$ cat config.mk
export PLATFORM = sky130hd
export DESIGN_NAME = fir_mac_engine
export DESIGN_NICKNAME = d
export VERILOG_FILES = /design/src/rtl/fir_mac_engine.sv
export SDC_FILE = /design/constraint.sdc
export NUM_CORES = 2
export LEC_CHECK = 0
export BUFFER_PORTS_ARGS = -buffer_cell sky130_fd_sc_hd__buf_2
export CAP_MARGIN = 20
export CORE_UTILIZATION = 31
export DETAILED_ROUTE_END_ITERATION = 7
export SLEW_MARGIN = 20
export SYNTH_ARGS = -nofsm -noshare
export SYNTH_HDL_FRONTEND = slang
export SYNTH_SLANG_ARGS = --single-unit
$ cat constraint.sdc
create_clock -name clk -period 7.6 [get_ports clk]
set_clock_uncertainty 0.05 [all_clocks]
set_input_delay 0.38 -clock clk [delete_from_list [all_inputs] [get_ports clk]]
set_output_delay 0.38 -clock clk [all_outputs]
set_load 0.05 [all_outputs]
$ cat src/rtl/fir_mac_engine.sv
// Multi-channel FIR multiply-accumulate engine with one shared coefficient stream.
// Each channel's result is rounded or truncated, then saturated, once per convolution.
module fir_mac_engine #(
  parameter int N_CH       = 2,
  parameter int DATA_W     = 16,
  parameter int COEF_W     = 16,
  parameter int N_TAPS     = 1021,
  parameter int ADDR_W     = 10,
  parameter int ACC_W      = 40,
  parameter int FRAC_SHIFT = 15,
  parameter int RND        = 0
) (
  input  logic                     clk,
  input  logic                     rst,
  input  logic                     start,
  input  logic [N_CH*DATA_W-1:0]   smpl_in,
  output logic                     smpl_req,
  output logic [ADDR_W-1:0]        coef_addr,
  input  logic [COEF_W-1:0]        coef_dout,
  output logic                     busy,
  output logic                     out_vld,
  output logic [N_CH*DATA_W-1:0]   smpl_out
);

  localparam int PW = DATA_W + COEF_W;
  localparam int RS = (FRAC_SHIFT > 0) ? FRAC_SHIFT - 1 : 0;
  localparam logic [ADDR_W-1:0] LAST = ADDR_W'(N_TAPS - 1);
  localparam logic signed [ACC_W-1:0] ONE = {{(ACC_W-1){1'b0}}, 1'b1};
  localparam logic signed [ACC_W-1:0] RND_K =
    (RND != 0 && FRAC_SHIFT > 0) ? (ONE << RS) : '0;
  localparam logic signed [ACC_W-1:0] SAT_MAX =
    {{(ACC_W-DATA_W+1){1'b0}}, {(DATA_W-1){1'b1}}};
  localparam logic signed [ACC_W-1:0] SAT_MIN =
    {{(ACC_W-DATA_W+1){1'b1}}, {(DATA_W-1){1'b0}}};

  typedef enum logic [1:0] {IDLE, RUN, DRAIN, DONE} state_t;

  state_t state, state_nx;
  logic [ADDR_W-1:0] tap_cnt, tap_nx;
  logic clr_acc;
  logic mac_vld;

  logic signed [ACC_W-1:0]  acc    [N_CH];
  logic signed [PW-1:0]     prod   [N_CH];
  logic signed [ACC_W-1:0]  rnd_v  [N_CH];
  logic signed [ACC_W-1:0]  sh_v   [N_CH];
  logic signed [DATA_W-1:0] s_v    [N_CH];
  logic [N_CH*DATA_W-1:0]   sat_res;

  always_ff @(posedge clk) begin
    if (rst) begin
      state   <= IDLE;
      tap_cnt <= '0;
    end else begin
      state   <= state_nx;
      tap_cnt <= tap_nx;
    end
  end

  always_comb begin
    state_nx  = state;
    tap_nx    = tap_cnt;
    smpl_req  = 1'b0;
    coef_addr = '0;
    clr_acc   = 1'b0;
    unique case (state)
      IDLE: begin
        if (start) begin
          state_nx = RUN;
          tap_nx   = '0;
          clr_acc  = 1'b1;
        end
      end
      RUN: begin
        smpl_req  = 1'b1;
        coef_addr = tap_cnt;
        if (tap_cnt == LAST) begin
          tap_nx   = '0;
          state_nx = DRAIN;
        end else begin
          tap_nx = tap_cnt + 1'b1;
        end
      end
      DRAIN: state_nx = DONE;
      DONE:  state_nx = IDLE;
    endcase
  end

  assign busy = (state != IDLE);

  // Sample and ROM data both arrive one cycle after the request.
  always_comb begin
    for (int c = 0; c < N_CH; c++) begin
      s_v[c]  = smpl_in[c*DATA_W +: DATA_W];
      prod[c] = s_v[c] * $signed(coef_dout);
    end
  end

  always_ff @(posedge clk) begin
    if (rst) begin
      mac_vld <= 1'b0;
      for (int c = 0; c < N_CH; c++) acc[c] <= '0;
    end else begin
      mac_vld <= smpl_req;
      for (int c = 0; c < N_CH; c++) begin
        if (clr_acc)
          acc[c] <= '0;
        else if (mac_vld)
          acc[c] <= acc[c] + {{(ACC_W-PW){prod[c][PW-1]}}, prod[c]};
      end
    end
  end

  always_comb begin
    sat_res = '0;
    for (int c = 0; c < N_CH; c++) begin
      rnd_v[c] = acc[c] + RND_K;
      sh_v[c]  = rnd_v[c] >>> FRAC_SHIFT;
      if (sh_v[c] > SAT_MAX)
        sat_res[c*DATA_W +: DATA_W] = SAT_MAX[DATA_W-1:0];
      else if (sh_v[c] < SAT_MIN)
        sat_res[c*DATA_W +: DATA_W] = SAT_MIN[DATA_W-1:0];
      else
        sat_res[c*DATA_W +: DATA_W] = sh_v[c][DATA_W-1:0];
    end
  end

  always_ff @(posedge clk) begin
    if (rst) begin
      out_vld  <= 1'b0;
      smpl_out <= '0;
    end else begin
      out_vld <= (state == DONE);
      if (state == DONE) smpl_out <= sat_res;
    end
  end

endmodule
[Word level (Yosys, flattened, before mapping)]
Memory sizes are Yosys's and may differ from the RTL's.
Cells that the tools add are included.
Operators by class
  add/subtract/negate cells: 3
  $mul: 2
  div/mod/pow operators: 0
  $lt $le $gt $ge: 4
  equal/unequal tests: 6
  shift operators: 0
  mux-type cells: 27
  bitwise operators: 4
  reduce and logical (&&, ||, !) cells: 5
Operators with widths (count)
  $mux W40: 4
  $add A40 B40 Y40: 2
  $mul A16 B16 Y32: 2
  $mux W16: 4
  $gt A25 B16 Y1 const B: 2
  $lt A25 B16 Y1 const B: 2
  $mux W10: 3
  $pmux W10 S2: 1
  $mux W1: 12
  $add A10 B1 Y10 const B: 1
  $eq A10 B10 Y1 const B: 1
  $pmux W2 S4: 1
  $eq A2 B2 Y1 const B: 2
  $mux W2: 2
  $ne A2 B2 Y1 const B: 2
  $or A1 B1 Y1: 4
  $reduce_and A2 Y1: 2
  $reduce_bool A2 Y1: 2
  $eq A2 B1 Y1 const B: 1
  $logic_not A2 Y1: 1
Storage, ports and cells
  register bits: 46
  bits in latches: 0
  bits in writable memories: 80
  ROM bits: 0
  bits of input ports: 51
  output and inout port bits: 45
  memories: 1
Memories
  acc: words 2, bits a word 40, rd ports 2, clocked after Yosys merged registers in 0, write ports 2, line 43  | logic signed [ACC_W-1:0] acc [N_CH];

[Longest topological paths before layout]
  word-level depth: 7
  mapped depth: 35
  depth with buffers taken out: 34

[Worst setup path before layout]
Ideal clock, no wire load.
  path kind: in2reg
  start point: input smpl_in[31]
  end point: memory acc[1][39], data pin
  data arrival time: 7994 ps
  path slack: -699 ps
  stages on the path: 30
  path buffers: 1
  path through: clkbuf_1 -> nand2_1 -> inv_1 -> fa_1 -> fa_1 -> fa_1 -> fa_1 -> fa_1 -> inv_1 -> fa_1 -> inv_1 -> ha_1 -> o21ai_0 -> a21oi_1 -> or4_1 -> a31o_1 -> a31o_4 -> a21o_1 -> a311oi_4 -> ha_1 -> a21o_1 -> a21o_1 -> a21oi_1 -> and2_1 -> o211ai_1 -> a21oi_1 -> nor3_1 -> a311o_1 -> xnor2_1 -> nor2_1
RTL lines
  start: declaration: line 16  | input logic [N_CH*DATA_W-1:0] smpl_in,
  end: declaration: line 43

==> metrics.md <==
| Metric | Value |
|---|---|
| Share of layout cells above drive strength 1 | 0.235 |
| Syn avg cell area | just over 9 um^2 |
| Yosys reg bits | roughly 130 |
| GR Overflow Total | 0 |
| Yosys top cell by area | fa_1 |
| Final net count | 4500 |
| Syn nets | ~4000 |
| Clk Latency, worst-skew pair | 0.48 ns |
| Most used cell, CP | fa_1 |
| R2R Setup Slk | between 4 and 5 ns |
| CTS tree | done |
| Core Util, Final | 0.400 |
| Outcome | finished, violations left |
| Register Area | about 3300 um^2 |
| Max-slew headroom | 0.318 |
| Clk buf depth | 2 |
| Violated checks | setup timing |
| Critical Path Max Stage Delay | 0.66 ns |
| Largest family of logic cells by synthesized area | adder cells |
| Top FF cell, synth | edfxtp_1 |
| Final std cells w/o fill | between 4000 and 5000 |
| Commonest non-fill, non-tap cells in the layout | 580 x inv_1, 511 x fa_1, 494 x buf_4 |
| R2r endpoint | acc[1][36] |
| Xor and xnor area share after synthesis | 0.0440 |
| Final number of hold-violating endpoints | 0 |
| Synth warn | 0 |
| Mapped Cells | approximately 3100 |
| HP Class | in -> reg |
| Vias in the first global route | roughly 24000 |
| Multi-input logic area | 23500 um^2 |
| R2R depth | 12 |
| Synth Area in Compound Gates | 0.0945 |
| Total Routed Length | about 74000 um |
| Fmax | roughly 130 MHz |
| Startpoint Class | input port |
| Via count | about 23000 |
| Pin count of the biggest net entering global routing | 42 |
| Final Critical Period | around 7.7 ns |
| Post-synth EDFFs | 80 |
| Root Buffer | clkbuf_16 |
| Hold path start | start |
| Total negative slack | -0.0899 ns |
| Final-layout fill cell count | between 9000 and 10000 |
| Number of max-cap violations | 0 |
| GRT Util Overall | 0.163 |
| # IOs | between 90 and 100 |
| Via/cell ratio | between 4 and 5 |
| Core area | around 90000 um^2 |
| H-tree depth | 4 |
| Total CTS buffers | 17 |
| Post-synthesis adder-cell area fraction | 0.485 |
| Reg-to-reg startpoint | acc[1][0] |
| Cells after DPL | around 4800 |
| Worst Path Max Fanout | 7 |
| Commonest non-fill, non-tap cell in the layout | inv_1 |
| Number of library cell types mapped by synthesis | just under 70 |
| Seq/Total Area, Yosys | 0.117 |
| Fin worst setup slack | -0.0899 ns |
| Drt wl/cell | around 15 um |
| Chip Width | ~300 um |
| Worst hold path depth | 4 |
| Initial DRC Count | approximately 1000 |
| RD Place Congestion | ~0.85 |
| Final setup vio count | 1 |
| Starting Density | 0.314 |
| Hpwl dp | slightly above 60000 um |
| Rows | 110 |
| Crit-path slowest cell | fa_2 |
| Final worst path period share | 1.01 |
| Synth Cell Area | around 28000 um^2 |
| Req. time, crit path | slightly below 8 ns |
| Pre-CTS setup slack | -0.963 ns |
| Pre-antenna DRT Iters | 5 |
| Antenna violations before repair | 4 |
| Hold endpoint | tap_cnt[1] |
| Clock edge transition at the registers on the reported setup and hold paths | about 0.06 ns |
| Crit path kind | in -> reg |
| Synth Area in Simple Gates | 0.165 |
| Die Y-Extent | just over 300 um |
| Pins over their slew limit | 0 |
| Post-route ant nets | 0 |
| Full die area | a little over 90000 um^2 |
| Clock Sinks | roughly 130 |
| Remaining DRCs | 0 |
| Worst Tran Pin Value | 1.02 ns |
| Synth top area share | 0.371 |
| # port buffers | between 90 and 100 |
| RSZ-0062 raised after global routing | true |
| CP Data Arrival Time | 7.85 ns |
| Crit end category | flip-flop |
| Layout area overhead | 27.3% |
| First-pass GRT wire length | roughly 120000 um |
| Ys async rst share | 0 |
| Post-synthesis mux area share | 0.00106 |
| Synth area leaders | fa_1 37%, ha_1 11%, edfxtp_1 8.5% |
==> Yosys cell counts, types with 4 or more instances <==
cell and n:
a211oi_1 17, a21boi_0 10, a21o_1 62, a21oi_1 135
a31oi_1 18, a41oi_1 4, and2_1 266, and3_1 19
and4_1 4, clkbuf_1 107, dfxtp_1 46, edfxtp_1 80
fa_1 526, ha_1 257, inv_1 597, nand2_1 291
nand2b_1 25, nand3_1 26, nand4_1 15, nor2_1 193
nor2b_1 18, nor3_1 64, nor3b_1 5, nor4_1 4
o211ai_1 14, o21a_1 20, o21ai_0 72, o21ai_1 4
o21bai_1 12, o31ai_1 11, o41ai_1 4, or2_2 5
or3_1 9, xnor2_1 92, xor2_1 48
==> timing repair <==
item / 4_1_cts / 5_1_grt
gates cloned: 1 / 4
pin swaps: 34 / 123
buffers inserted: 7 / 48
endpoints found under the setup margin: 21 / 31
gates resized for setup: 97 / 217
hold buffers: 0 / 0
==> flip-flops by register name, indices dropped and copies added, names as in the netlist <==
register / flops
state: 2
acc: 80
smpl_out: 32
tap_cnt: 10
out_vld: 1
mac_vld: 1
==> through the flow <==
stage               hold WS (ns)  area (um^2)
global placement           0.410        33800
global route               0.398        36100
detailed placement         0.413        33800
CTS                        0.327        34800
floorplan                  0.416        28600
finish                     0.373        36100
==> worst max-delay path, delay by kind of cell <==
kind	cells	cell delay, ns
buffers and inverters	5	0.38
and+or+nand+nor	5	0.76
AOI/OAI and AO/OA	13	2.57
adders and majority gates	8	3.62
xor gates and xnor gates	1	0.14
==> final cells by class <==
cell class                 count  area share
antenna                        1   0.0000693
clock buffer                  22      0.0138
clock inverter                10     0.00204
inverter                     597      0.0621
multi-input combinational   2298       0.650
sequential                   126      0.0921
tap                         1176      0.0408
timing repair buffer         626       0.139
==> logic make-up (layout without fill, tap and decap cells) <==
| logic type | Yosys count | after routing |
|---|---|---|
| buf+inv | 706 | 1255 |
| xor+xnor | 141 | 141 |
| simple gates | 954 | 954 |
| mux | 3 | 3 |
| other cells | 0 | 1 |
| fa+ha+maj | 783 | 783 |
| flops | 126 | 126 |
| compound gates | 417 | 417 |
==> metal layers <==
metal,track usage,share of wire,up-vias
met5,0,0.00055,-
met4,0.0391,0.018,6
met3,0.0174,0.033,72
met2,0.273,0.49,324
met1,0.225,0.46,11200
li1,-,-,10900
==> worst max-delay path by stage <==
stage          cells after the start  slack [ns]          to          from
6_report                          32       -0.09  acc[1][39]  coef_dout[1]
4_1_cts                           32     -0.0002  acc[1][39]  coef_dout[7]
3_3_place_gp                      34       -0.98  acc[1][36]   smpl_in[23]
3_5_place_dp                      34       -0.96  acc[0][38]  coef_dout[3]
5_1_grt                           30       -0.40  acc[1][39]  coef_dout[3]
2_1_floorplan                     31       -0.23  acc[1][39]   smpl_in[31]
Power is not shown: default switching activity piles up to over one toggle a cycle in this logic, so the estimate is an artifact.
